`src/rtl/fp_norm_sequencer_if.sv`:
```
// Handshake bus for fp_norm_sequencer: request side (in_*) and result side (out_*).
interface fp_norm_sequencer_if #(
   parameter int M = 23,
   parameter int E = 8
);
   localparam int SW = $clog2(M+1);

   logic          in_valid;
   logic          in_ready;
   logic          in_carry;
   logic [M:0]    in_sig;
   logic [E-1:0]  in_exp;
   logic          out_valid;
   logic          out_ready;
   logic [M-1:0]  out_frac;
   logic [E-1:0]  out_exp;
   logic [SW-1:0] out_shamt;
   logic          out_overflow;
   logic          out_denorm;

   modport master (
      output in_valid, in_carry, in_sig, in_exp, out_ready,
      input  in_ready, out_valid, out_frac, out_exp, out_shamt, out_overflow, out_denorm
   );

   modport slave (
      input  in_valid, in_carry, in_sig, in_exp, out_ready,
      output in_ready, out_valid, out_frac, out_exp, out_shamt, out_overflow, out_denorm
   );
endinterface

```
`src/rtl/fp_norm_sequencer.sv`:
```
// Iterative FP normalizer: one left-shift step per clock, result held in DONE
// until the consumer takes it.
module fp_norm_sequencer #(
   parameter int M = 23,
   parameter int E = 8
) (
   input  logic               clk,
   input  logic               rst,
   fp_norm_sequencer_if.slave bus
);
   localparam int SW = $clog2(M+1);
   localparam logic [E-1:0]  EMAX = '1;
   localparam logic [E-1:0]  EOVF = {{(E-1){1'b1}}, 1'b0};
   localparam logic [E-1:0]  EONE = {{(E-1){1'b0}}, 1'b1};
   localparam logic [SW-1:0] CONE = {{(SW-1){1'b0}}, 1'b1};

   typedef enum logic [1:0] {IDLE, NORM, DONE} state_t;

   state_t        state_q;
   logic          c_q;
   logic [M:0]    s_q;
   logic [E-1:0]  e_q;
   logic [SW-1:0] cnt_q;
   logic [M-1:0]  frac_q;
   logic [E-1:0]  exp_q;
   logic [SW-1:0] shamt_q;
   logic          ovf_q;
   logic          den_q;
   logic          valid_q;

   assign bus.in_ready     = (state_q == IDLE);
   assign bus.out_valid    = valid_q;
   assign bus.out_frac     = frac_q;
   assign bus.out_exp      = exp_q;
   assign bus.out_shamt    = shamt_q;
   assign bus.out_overflow = ovf_q;
   assign bus.out_denorm   = den_q;

   always_ff @(posedge clk) begin
      if (rst) begin
         state_q <= IDLE;
         c_q     <= 1'b0;
         s_q     <= '0;
         e_q     <= '0;
         cnt_q   <= '0;
         frac_q  <= '0;
         exp_q   <= '0;
         shamt_q <= '0;
         ovf_q   <= 1'b0;
         den_q   <= 1'b0;
         valid_q <= 1'b0;
      end else begin
         case (state_q)
            IDLE: begin
               if (bus.in_valid) begin
                  c_q     <= bus.in_carry;
                  s_q     <= bus.in_sig;
                  e_q     <= bus.in_exp;
                  cnt_q   <= '0;
                  state_q <= NORM;
               end
            end
            NORM: begin
               // Rules 1-3 can only hit on the first NORM cycle: left shifts never raise e.
               if (e_q == EMAX) begin
                  exp_q <= EMAX; frac_q <= s_q[M-1:0]; shamt_q <= '0;
                  ovf_q <= 1'b0; den_q <= 1'b0;
                  valid_q <= 1'b1; state_q <= DONE;
               end else if (c_q && e_q == EOVF) begin
                  exp_q <= EMAX; frac_q <= '0; shamt_q <= '0;
                  ovf_q <= 1'b1; den_q <= 1'b0;
                  valid_q <= 1'b1; state_q <= DONE;
               end else if (c_q) begin
                  // {1, s[M:1]} with the hidden bit dropped leaves s[M:1].
                  exp_q <= e_q + EONE; frac_q <= s_q[M:1]; shamt_q <= '0;
                  ovf_q <= 1'b0; den_q <= 1'b0;
                  valid_q <= 1'b1; state_q <= DONE;
               end else if (s_q == '0) begin
                  exp_q <= '0; frac_q <= '0; shamt_q <= cnt_q;
                  ovf_q <= 1'b0; den_q <= 1'b0;
                  valid_q <= 1'b1; state_q <= DONE;
               end else if (s_q[M]) begin
                  exp_q <= (e_q == '0) ? EONE : e_q; frac_q <= s_q[M-1:0]; shamt_q <= cnt_q;
                  ovf_q <= 1'b0; den_q <= 1'b0;
                  valid_q <= 1'b1; state_q <= DONE;
               end else if (e_q <= EONE) begin
                  // Exponent 0 and 1 share a scale, so no shift is needed here.
                  exp_q <= '0; frac_q <= s_q[M-1:0]; shamt_q <= cnt_q;
                  ovf_q <= 1'b0; den_q <= 1'b1;
                  valid_q <= 1'b1; state_q <= DONE;
               end else begin
                  s_q   <= s_q << 1;
                  e_q   <= e_q - EONE;
                  cnt_q <= cnt_q + CONE;
               end
            end
            DONE: begin
               if (bus.out_ready) begin
                  valid_q <= 1'b0;
                  state_q <= IDLE;
               end
            end
            default: state_q <= IDLE;
         endcase
      end
   end
endmodule

```
`src/flat_wrapper.sv`:
```
// flat-port wrapper written by rule: the top's interface ports become plain ports
module fp_norm_sequencer_flat 
#(
   parameter int M = 23,
   parameter int E = 8
)
  (clk, rst, bus_in_valid, bus_in_carry, bus_in_sig, bus_in_exp, bus_out_ready, bus_in_ready, bus_out_valid, bus_out_frac, bus_out_exp, bus_out_shamt, bus_out_overflow, bus_out_denorm);
  fp_norm_sequencer_if #(.M(M), .E(E)) bus_i ();
  input  logic clk;
  input  logic rst;
  input wire logic [$bits(bus_i.in_valid)-1:0] bus_in_valid;
  input wire logic [$bits(bus_i.in_carry)-1:0] bus_in_carry;
  input wire logic [$bits(bus_i.in_sig)-1:0] bus_in_sig;
  input wire logic [$bits(bus_i.in_exp)-1:0] bus_in_exp;
  input wire logic [$bits(bus_i.out_ready)-1:0] bus_out_ready;
  output wire logic [$bits(bus_i.in_ready)-1:0] bus_in_ready;
  output wire logic [$bits(bus_i.out_valid)-1:0] bus_out_valid;
  output wire logic [$bits(bus_i.out_frac)-1:0] bus_out_frac;
  output wire logic [$bits(bus_i.out_exp)-1:0] bus_out_exp;
  output wire logic [$bits(bus_i.out_shamt)-1:0] bus_out_shamt;
  output wire logic [$bits(bus_i.out_overflow)-1:0] bus_out_overflow;
  output wire logic [$bits(bus_i.out_denorm)-1:0] bus_out_denorm;
  assign bus_i.in_valid = bus_in_valid;
  assign bus_i.in_carry = bus_in_carry;
  assign bus_i.in_sig = bus_in_sig;
  assign bus_i.in_exp = bus_in_exp;
  assign bus_i.out_ready = bus_out_ready;
  assign bus_in_ready = bus_i.in_ready;
  assign bus_out_valid = bus_i.out_valid;
  assign bus_out_frac = bus_i.out_frac;
  assign bus_out_exp = bus_i.out_exp;
  assign bus_out_shamt = bus_i.out_shamt;
  assign bus_out_overflow = bus_i.out_overflow;
  assign bus_out_denorm = bus_i.out_denorm;
  fp_norm_sequencer #(.M(M), .E(E)) u_core (.clk(clk), .rst(rst), .bus(bus_i));
endmodule
```
`config.mk`:
```
export PLATFORM = sky130hd
export DESIGN_NAME = fp_norm_sequencer_flat
export DESIGN_NICKNAME = d
export VERILOG_FILES = /design/src/rtl/fp_norm_sequencer_if.sv /design/src/rtl/fp_norm_sequencer.sv /design/src/flat_wrapper.sv
export SDC_FILE = /design/constraint.sdc
export NUM_CORES = 1
export LEC_CHECK = 0
export ABC_AREA = 1
export BUFFER_PORTS_ARGS = -buffer_cell sky130_fd_sc_hd__buf_4
export CAP_MARGIN = 20
export CORE_MARGIN = 1.5
export CORE_UTILIZATION = 57
export DETAILED_ROUTE_END_ITERATION = 10
export PLACE_DENSITY = 0.8
export SYNTH_ARGS = -nofsm -noshare
export SYNTH_HDL_FRONTEND = slang
export SYNTH_SLANG_ARGS = --single-unit
```
`constraint.sdc`:
```
create_clock -name clk -period 2.1 [get_ports clk]
set_clock_uncertainty 0.1 [all_clocks]
set_input_delay 0.105 -clock clk [delete_from_list [all_inputs] [get_ports clk]]
set_output_delay 0.105 -clock clk [all_outputs]
set_load 0.05 [all_outputs]
```
# ---- Word-level counts from Yosys, hierarchy flattened
# Cells that the tools add are included.
dict set report op_classes {
  n_addsub 3
  mul 0
  div_mod_pow 0
  order_cmp 1
  n_eq_ne 13
  shift 0
  muxes 71
  bitwise_logic 0
  reduce_logical 13
}
# op count
set ops {}
lappend ops {{$mux 24} 7}
lappend ops {{$mux 23} 6}
lappend ops {{$mux 8} 14}
lappend ops {{$mux 5} 13}
lappend ops {{$pmux 24 s2} 1}
lappend ops {{$logic_not 24->1} 1}
lappend ops {{$mux 1} 18}
lappend ops {{$eq 8x8->1 const B} 2}
lappend ops {{$mux 2} 8}
lappend ops {{$ne 2x2->1 const B} 8}
lappend ops {{$pmux 8 s2} 1}
lappend ops {{$pmux 5 s2} 1}
lappend ops {{$add 8x1->8 const B} 1}
lappend ops {{$le 8x1->1 const B} 1}
lappend ops {{$logic_not 8->1} 1}
lappend ops {{$reduce_and 8->1} 1}
lappend ops {{$sub 8x1->8 const B} 1}
lappend ops {{$ne 7x1->1 const B} 1}
lappend ops {{$pmux 2 s3} 1}
lappend ops {{$reduce_and 3->1} 2}
lappend ops {{$reduce_and 6->1} 1}
lappend ops {{$reduce_bool 6->1} 1}
lappend ops {{$add 5x1->5 const B} 1}
lappend ops {{$reduce_and 2->1} 2}
lappend ops {{other kinds (6)} 7}
dict set report totals {
  ff_bits 79
  latchBits 0
  ramBits 0
  romBits 0
  input_bits 37
  output_inout_bits 40
  word_cells 113
  mem_count 0
}

# ---- Depth between registers and ports, before layout
# Gate-level depths: netlist (run 1).
dict set report depth {
  depth_word 8
  mapped_depth 14
}

# ---- Worst setup path after synthesis (run 1)
# No wires, ideal clock.
dict set report synth_timing {
  path_type {register to register}
  startpoint {register u_core.state_q[0]}
  endpoint {register u_core.s_q[10]}
  t_arrival_ps 1842
  required_time_ps 1930
  path_slack_ps 88
  stages_incl_launch_ff 10
  path_buffers 1
  cell_sequence {dfxtp_1 -> inv_1 -> ha_1 -> nand2_1 -> inv_1 -> a21oi_1 -> inv_2 -> buf_1 -> nand3_1 -> a21oi_1}
}
dict set report synth_between {
  elab_chain_cells 3
  word_cells_on_any_way 12
  cone_classes {8 x eq/ne; 1 x mux; 3 x reduce/logical}
}
# item line_no
set synth_rtl {}
lappend synth_rtl {{start: declaration} fp_norm_sequencer.sv:19} ;# state_t state_q;
lappend synth_rtl {{start signal: assignment} fp_norm_sequencer.sv:41} ;# state_q <= IDLE;
lappend synth_rtl {{start signal: assignment} fp_norm_sequencer.sv:60} ;# state_q <= NORM;
lappend synth_rtl {{start signal: assignment} fp_norm_sequencer.sv:68} ;# valid_q <= 1'b1; state_q <= DONE;
lappend synth_rtl {{$logic_not 2->1 *} n/a}
lappend synth_rtl {{via bus_in_ready} flat_wrapper.sv:16} ;# output wire logic [$bits(bus_i.in_ready)-1:0] bus_in_ready;
lappend synth_rtl {{$ne 2x2->1 (no source line) / $reduce_bool 2->1 (equally long branches)} n/a}
lappend synth_rtl {{$reduce_and 8->1 (no source line)} n/a}
lappend synth_rtl {{end signal: assignment} fp_norm_sequencer.sv:57} ;# s_q <= bus.in_sig;
lappend synth_rtl {{end signal: assignment} fp_norm_sequencer.sv:92} ;# s_q <= s_q << 1;
lappend synth_rtl {{end: declaration} fp_norm_sequencer.sv:21} ;# logic [M:0] s_q;
# Mark *: on every way through the listed nets, which the timed path passes. The rest lies on a longest branch.
# A chain may end at the register's enable or synchronous reset.

# ---- Worst setup path after layout (run 1)
dict set report layout_timing {
  startpoint {register u_core.e_q[0]}
  endpoint {register u_core.frac_q[22], in the netlist u_core.bus.out_frac[22]}
}
dict set report layout_between {
  elab_chain_cells 4
  word_cells_on_any_way 8
  cone_classes {1 x order compare; 2 x eq/ne; 2 x mux; 3 x reduce/logical}
}
# item line_no
set layout_rtl {}
lappend layout_rtl {{start: declaration} fp_norm_sequencer.sv:22} ;# logic [E-1:0] e_q;
lappend layout_rtl {{start signal: assignment} fp_norm_sequencer.sv:58} ;# e_q <= bus.in_exp;
lappend layout_rtl {{start signal: assignment} fp_norm_sequencer.sv:93} ;# e_q <= e_q - EONE;
lappend layout_rtl {{branches (longest 4 deep; another with $le 8x1->1)} n/a}
lappend layout_rtl {{end signal: assignment} fp_norm_sequencer.sv:83} ;# exp_q <= (e_q == '0) ? EONE : e_q; frac_q <= s_q[M-1:0]; shamt_q <= cnt_q;
lappend layout_rtl {{end: declaration} fp_norm_sequencer.sv:24} ;# logic [M-1:0] frac_q;
# Several ways; the timed one is not identified.

==> results of run 1 <==
==> cells in the final DEF, fill, tap and decap left out, types with 5 or more instances in the layout <==
cell type / instances
sky130_fd_sc_hd__o21ai_1: 11
sky130_fd_sc_hd__o21ai_0: 58
sky130_fd_sc_hd__nor2_1: 111
sky130_fd_sc_hd__nand3_1: 78
sky130_fd_sc_hd__nand4_1: 6
sky130_fd_sc_hd__inv_2: 5
sky130_fd_sc_hd__dlygate4sd3_1: 6
sky130_fd_sc_hd__inv_1: 34
sky130_fd_sc_hd__ha_1: 6
sky130_fd_sc_hd__dfxtp_1: 76
sky130_fd_sc_hd__nor2_2: 6
sky130_fd_sc_hd__nand2_1: 193
sky130_fd_sc_hd__buf_4: 95
sky130_fd_sc_hd__buf_12: 5
sky130_fd_sc_hd__xor2_1: 5
sky130_fd_sc_hd__clkbuf_8: 10
sky130_fd_sc_hd__a21oi_1: 60
==> cell type report <==
class,instances,area [um^2],area share [%]
timing repair buffer,109,935,16.8
clock buffer,10,138,2.47
sequential,79,1590,28.6
multi-input combinational,556,2570,46.3
inverter,40,150,2.70
tap,102,128,2.29
clock inverter,4,47.5,0.855
==> synth_stat cells (5+ instances only) <==
cell type / instances
sky130_fd_sc_hd__nand2_1: 193
sky130_fd_sc_hd__clkbuf_1: 18
sky130_fd_sc_hd__inv_2: 5
sky130_fd_sc_hd__nor2_1: 112
sky130_fd_sc_hd__dfxtp_1: 79
sky130_fd_sc_hd__nor2_2: 5
sky130_fd_sc_hd__buf_1: 5
sky130_fd_sc_hd__nand3_1: 78
sky130_fd_sc_hd__a21oi_1: 60
sky130_fd_sc_hd__buf_4: 10
sky130_fd_sc_hd__buf_2: 9
sky130_fd_sc_hd__buf_6: 5
sky130_fd_sc_hd__nand4_1: 6
sky130_fd_sc_hd__o21ai_0: 66
sky130_fd_sc_hd__xor2_1: 5
sky130_fd_sc_hd__ha_1: 8
sky130_fd_sc_hd__inv_1: 34
==> routing by layer <==
layer	global-route usage (%)	share of wire, %	up-vias
met2	43.7	44	281
met4	11.2	2.0	0
met3	4.19	9.1	22
met5	0	0	-
li1	-	-	2480
met1	44.5	45	2277
==> worst reg2reg max path: cells and delay by family (launching register included) <==
family	cells	cell delay (ns)
AO/OA/AOI/OAI	1	0.15
adder cells (fa/ha/maj)	1	0.18
buffers and inverters	4	0.46
flip-flops	1	0.37
AND/OR/NAND/NOR	7	0.65
==> worst min path at each step <==
| stage | start | end | slack, ns | cells past startpoint |
|---|---|---|---|---|
| finish | bus_in_sig[9] | u_core.s_q[9] | 0.02 | 5 |
| global route | bus_in_sig[1] | u_core.s_q[1] | 0.05 | 5 |
| CTS | bus_in_sig[9] | u_core.s_q[9] | 0.01 | 5 |
| detailed placement | bus_in_sig[0] | u_core.s_q[0] | 0.30 | 3 |
| global placement | bus_in_carry | u_core.c_q | 0.30 | 3 |
| floorplan | bus_in_sig[0] | u_core.s_q[0] | 0.17 | 2 |
==> timing repair <==
item | in CTS | in global routing
setup buffers | 0 | 1
endpoints found under the setup margin | 1 | 77
hold endpoints to repair | 5 | 0
hold buffers | 6 | 0
cloned | 0 | 2
pin swaps | 0 | 2
resized for setup | 2 | 16
==> registers in the layout (all words and copies together), names as in the netlist <==
register,flops
u_core.bus.out_frac,23
u_core.bus.out_valid,1
u_core.bus.out_shamt,5
u_core.c_q,1
u_core.bus.out_overflow,1
u_core.e_q,8
u_core.bus.out_denorm,1
u_core.bus.out_exp,8
u_core.cnt_q,5
u_core.state_q,2
u_core.s_q,24
==> cells by family (layout without fill, tap and decap cells) <==
logic type               Yosys count  in the layout  share of synthesized area, %
AO/OA/AOI/OAI                    132            132                          14.6
XOR/XNOR                           5              5                         0.962
adder cells (fa/ha/maj)            8              8                          2.20
buffers and inverters             87            163                          9.07
flip-flops                        79             79                          34.7
multiplexers                       1              1                         0.220
AND/OR/NAND/NOR                  410            410                          38.2
==> per-stage QoR <==
step	hold WS (ns)	setup TNS [ns]
after detailed placement	0.302	0
final	0.0183	0
after floorplan	0.173	0
after global routing	0.0468	-0.156
after CTS	0.0126	0
after global placement	0.297	0
==> report_power, final <==
group	leakage [nW]	switching, mW	internal, mW
Combinational	1.83	1.70	0.919
Sequential	0.647	0.256	1.75
Clock	0.0940	0.542	0.564
Total	2.57	2.50	3.24
==> metrics.md, run 1 <==
| Metric | Value |
|---|---|
| Start point of the critical path | `u_core.e_q[0]` |
| Register-to-register setup slack | `between 0.08 and 0.09 ns` |
| Normalized max-slew margin | `68.2%` |
| Fill cell count | `about 650` |
| Final standard cell area without fillers | `around 5600 um^2` |
| Post-place setup slack | `0.00348 ns` |
| Antenna cells | `0` |
| Slowest cell delay on critical path | `0.37 ns` |
| Post-Synthesis Cells | `722` |
| Data required time of the worst path | `between 2 and 2.5 ns` |
| Total design power | `5.73 mW` |
| Post-synthesis register bit count | `79` |
| Cell type of the slowest stage on the worst timing path | `sky130_fd_sc_hd__dfxtp_4` |
| Remaining routing DRC violations | `0` |
| Worst-skew pair later-pin latency | `0.35 ns` |
| Max Buffers Root-to-Sink | `2` |
| Pin count of the biggest net entering global routing | `between 40 and 50` |
| Post-DR vias/cell | `5.62` |
| Slew of the pin with the lowest slew margin | `around 0.48 ns` |
| Initial Utilization | `58.9%` |
| Total power density per cell area | `1030 nW/um^2` |
| Most area-hungry cell type in the Yosys netlist | `sky130_fd_sc_hd__dfxtp_1` |
| Count of flip-flops with a built-in enable after synthesis | `0` |
| Number of iterations in the first detailed-routing pass | `5` |
| CTS clk-pin slew, worst paths | `0.08 ns` |
| Number of nets at the end of the flow | `840` |
| HP Class | `in -> reg` |
| Capturing element of the worst setup path | `u_core.bus.out_frac[22]` |
| Horizontal die dimension | `between 90 and 100 um` |
| Clock sink count | `79` |
| Levels on crit path | `13` |
| Count of boundary I/O pins | `77` |
| Wire length per cell after detailed routing | `between 10 and 15 um` |
| Top FF cell, synth | `sky130_fd_sc_hd__dfxtp_1` |
| Master cell of the clock root buffer | `sky130_fd_sc_hd__clkbuf_8` |
| Cell area after synthesis | `4550 um^2` |
| Number of hold-slack violations in the final timing report | `0` |
| Weighted congestion reported at the end of routability-driven placement | `0.877` |
| Number of DRC violations after detailed-routing iteration 0 | `roughly 480` |
| Average cell area after synthesis | `between 6 and 7 um^2` |
| Layout area overhead | `22.2%` |
| Fraction of final layout cells with drive strength greater than 1 | `18.2%` |
| Result of the run | `finished clean` |
| Highest fanout seen on the critical path | `20` |
| Final Routed Wirelength | `roughly 13 mm` |
| Max Cap Viol | `0` |
| Synth warn | `0` |
| Antenna-violating nets left | `0` |
| TritonCTS clock tree | `done` |
| Distinct cell type count of the synthesized netlist | `31` |
| Post-synthesis sequential area ratio | `about a third` |
| Final critical delay including setup and external delays | `2.01 ns` |
| Total routing resource utilization after global routing | `about 30%` |
| Critical path capture point type | `flip-flop` |
| Sum of buffers and inverters on the critical path | `4` |
| Category of the worst setup path launch point | `flip-flop` |
| Final-report max-slew violation count | `0` |
| Peak supply drop | `513 uV` |
| Synth async-reset ratio | `0%` |
| Detailed placement HPWL | `roughly 8.5 mm` |
| Floorplan die height | `slightly above 90 um` |
| Final Setup Violations | `0` |
| Via count of the first global-routing pass | `~4300` |
| Final cycle utilization of the critical path | `95.9%` |
| Core area | `~7700 um^2` |
| Cell count of the worst reg-to-reg path | `13` |
| First-pass GRT wire length | `20.5 mm` |
| Max Clock Freq | `0.497 GHz` |
| Number of placement rows | `32` |
| CTS H-tree lvls | `3` |
| Via Count | `5060` |
| Non-filler cells, final | `900` |
| Area of placed instances | `between 5000 and 6000 um^2` |
| Floorplan die area | `~8500 um^2` |
| Top delay family on crit path | `simple AND/OR/NAND/NOR gates` |
| Core Util, Final | `72.0%` |
| Count of buffers inserted at the top-level ports | `76` |
| Worst setup path class | `reg -> reg` |
| Total instance count after detailed placement | `877` |
| Worst reg2reg startpoint | `u_core.e_q[0]` |
| Final worst slack | `between 0.08 and 0.09 ns` |
| Leakage component of the power | `2.57 nW` |
| Share of the synthesized area in the top cell type | `a little over a third` |
| Data arrival time of the critical path | `~2.2 ns` |
| Leading cell types by total area after synthesis | `sky130_fd_sc_hd__dfxtp_1, sky130_fd_sc_hd__nand2_1, sky130_fd_sc_hd__nor2_1, sky130_fd_sc_hd__nand3_1, sky130_fd_sc_hd__o21ai_0` |
| Post-synthesis net count | `767` |
| Critical path, cell by cell | `buf_4, ha_1, inv_1, nand2_1, nand2_1, nor2_2, nor2_1, nand3_2, nand2_8, inv_2, clkbuf_16, o21ai_0, nor2_1` |
| Gr ovfl total | `0` |
| Reg2reg end | `u_core.bus.out_frac[22]` |
| Number of buffers created by CTS | `9` |
| Number of antenna violations at the first check in global routing | `0` |
Note: power is estimated with default switching activity, not from simulation.
==> inputs of run 2 (changes only) <==
- MAX_ROUTING_LAYER: default -> met4
==> metrics.md, run 2 (same netlist as run 1, synthesis figures left out) <==
| Metric | Value |
|---|---|
| Result of the run | `finished clean` |
| Core area | `roughly 7700 um^2` |
| Setup repair after global routing missed its margin | `yes` |
| Total power density per cell area | `1050 nW/um^2` |
| Number of buffers created by CTS | `9` |
| Final Routed Wirelength | `12.4 mm` |
| CTS clk-pin slew, worst paths | `0.09 ns` |
| Via count of the first global-routing pass | `4219` |
| Final worst slack | `around 0.074 ns` |
| # Post-CTS Setup Buffers | `0` |
| Peak supply drop | `~670 uV` |
| Highest fanout seen on the critical path | `22` |
| Horizontal die dimension | `92.4 um` |
| Gr ovfl total | `0` |
| CTS H-tree lvls | `3` |
| Count of buffers inserted at the top-level ports | `76` |
| Max Cap Viol | `0` |
| Register with the highest flop count | `u_core.s_q` |
| Wire length per cell after detailed routing | `13.8 um` |
| Final standard cell area without fillers | `5530 um^2` |
| Area of placed instances | `5240 um^2` |
| Number of nets at the end of the flow | `840` |
| Number of antenna violations at the first check in global routing | `0` |
| Number of DRC violations after detailed-routing iteration 0 | `425` |
| Final hold slack | `0.000322 ns` |
| Worst-skew pair later-pin latency | `0.35 ns` |
| Pin count of the biggest net entering global routing | `43` |
| Max Buffers Root-to-Sink | `2` |
| Max reg flops | `24` |
| Final Setup Violations | `0` |
| Count of boundary I/O pins | `just under 80` |
| Remaining routing DRC violations | `0` |
| Post-place setup slack | `0.0306 ns` |
| Leakage component of the power | `2.56 nW` |
| Clock sink count | `79` |
| TritonCTS clock tree | `done` |
| First-pass GRT wire length | `20.2 mm` |
| Critical path capture point type | `flip-flop` |
| Floorplan die area | `8530 um^2` |
| Data arrival time of the critical path | `2.16 ns` |
| HP Class | `in -> reg` |
| Antenna-violating nets left | `0` |
| Number of iterations in the first detailed-routing pass | `5` |
| Final-report max-slew violation count | `0` |
| Master cell of the clock root buffer | `sky130_fd_sc_hd__clkbuf_8` |
| Total routing resource utilization after global routing | `30.3%` |
| Normalized max-slew margin | `67.2%` |
| Initial Utilization | `58.9%` |
| Final critical delay including setup and external delays | `approximately 2 ns` |
| Weighted congestion reported at the end of routability-driven placement | `0.899` |
| Data required time of the worst path | `~2.2 ns` |
| Layout area overhead | `21.5%` |
| Number of hold-slack violations in the final timing report | `0` |
| Fraction of final layout cells with drive strength greater than 1 | `18.6%` |
| Number of placement rows | `32` |
| Category of the worst setup path launch point | `flip-flop` |
| Slew of the pin with the lowest slew margin | `about 0.5 ns` |
| Antenna cells | `0` |
| Fill cell count | `657` |
| Max Clock Freq | `0.494 GHz` |
| Via Count | `between 4000 and 5000` |
| Commonest non-fill, non-tap cell in the layout | `sky130_fd_sc_hd__nand2_1` |
| Most used cells in the layout excluding fill and tap cells | `sky130_fd_sc_hd__nand2_1, sky130_fd_sc_hd__nor2_1, sky130_fd_sc_hd__buf_4, sky130_fd_sc_hd__nand3_1, sky130_fd_sc_hd__dfxtp_1` |
| Worst setup path class | `reg -> reg` |
| Floorplan die height | `roughly 92 um` |
| Detailed placement HPWL | `~8.5 mm` |
| Core Util, Final | `71.6%` |
| Post-DR vias/cell | `approximately 5.5` |
| Final cycle utilization of the critical path | `96.5%` |
run 2: cell types whose count changed in the layout (fill, tap and decap cells not counted), sizes merged:
| cell | change |
|---|---|
| bufinv | +1 |
| inv | +1 |
| clkbuf | -2 |
| buf | +4 |
| dlygate4sd3 | -2 |
| clkinv | -1 |
run 2: stage by stage:
| step | power, mW | TNS, ns | cells |
|---|---|---|---|
| 2_1_floorplan | 3.80 | 0 | 722 |
| 5_1_grt | 6.16 | -0.0620 | 901 |
| 3_3_place_gp | 4.42 | 0 | 882 |
| 6_report | 5.80 | 0 | 901 |
| 4_1_cts | 5.76 | 0 | 901 |
| 3_5_place_dp | 4.49 | 0 | 882 |
run 2: worst max-delay path, stage by stage (launching register included):
cell	delay (ns)
sky130_fd_sc_hd__dfxtp_2	0.35
sky130_fd_sc_hd__buf_4	0.15
sky130_fd_sc_hd__ha_1	0.19
sky130_fd_sc_hd__inv_1	0.05
sky130_fd_sc_hd__nand2_1	0.05
sky130_fd_sc_hd__nand2_1	0.07
sky130_fd_sc_hd__nor2_2	0.05
sky130_fd_sc_hd__nor2_1	0.12
sky130_fd_sc_hd__nand3_2	0.13
sky130_fd_sc_hd__nand2_4	0.19
sky130_fd_sc_hd__inv_4	0.09
sky130_fd_sc_hd__buf_12	0.16
sky130_fd_sc_hd__o21ai_0	0.17
sky130_fd_sc_hd__nor2_1	0.05
run 2: timing repair:
action / CTS / global route
hold buffers: 4 / 0
resized for setup: 0 / 17
setup endpoints to repair: 0 / 61
hold endpoints to repair: 3 / 0
run 2: area by class of cell:
class	count	area [um^2]	share of cell area, %
inverter	40	153	2.76
sequential	79	1590	28.7
clock buffer	10	138	2.49
timing repair buffer	109	877	15.9
tap	102	128	2.31
clock inverter	5	81.3	1.47
multi-input combinational	556	2570	46.4
run 2: final timing paths:
check / startpoint / to / slack, ns / depth (start not counted)
max: u_core.e_q[0] / u_core.bus.out_frac[22] / 0.07 / 13
min: bus_in_exp[5] / u_core.e_q[5] / 0.0003 / 5
max reg2reg: u_core.e_q[0] / u_core.bus.out_frac[22] / 0.07 / 13
min reg2reg: u_core.bus.out_valid / u_core.bus.out_valid / 0.37 / 2
run 2: where the power goes:
group / internal, mW / switching, mW
logic: 0.873 / 1.66
registers: 1.75 / 0.249
clock network: 0.698 / 0.573
total: 3.32 / 2.48
run 2: metal layers:
metal  wire length (um)  GRT usage, %
met5                  0             -
met4                120          8.08
met1               5870          44.7
met3                984          4.35
met2               5420          43.3
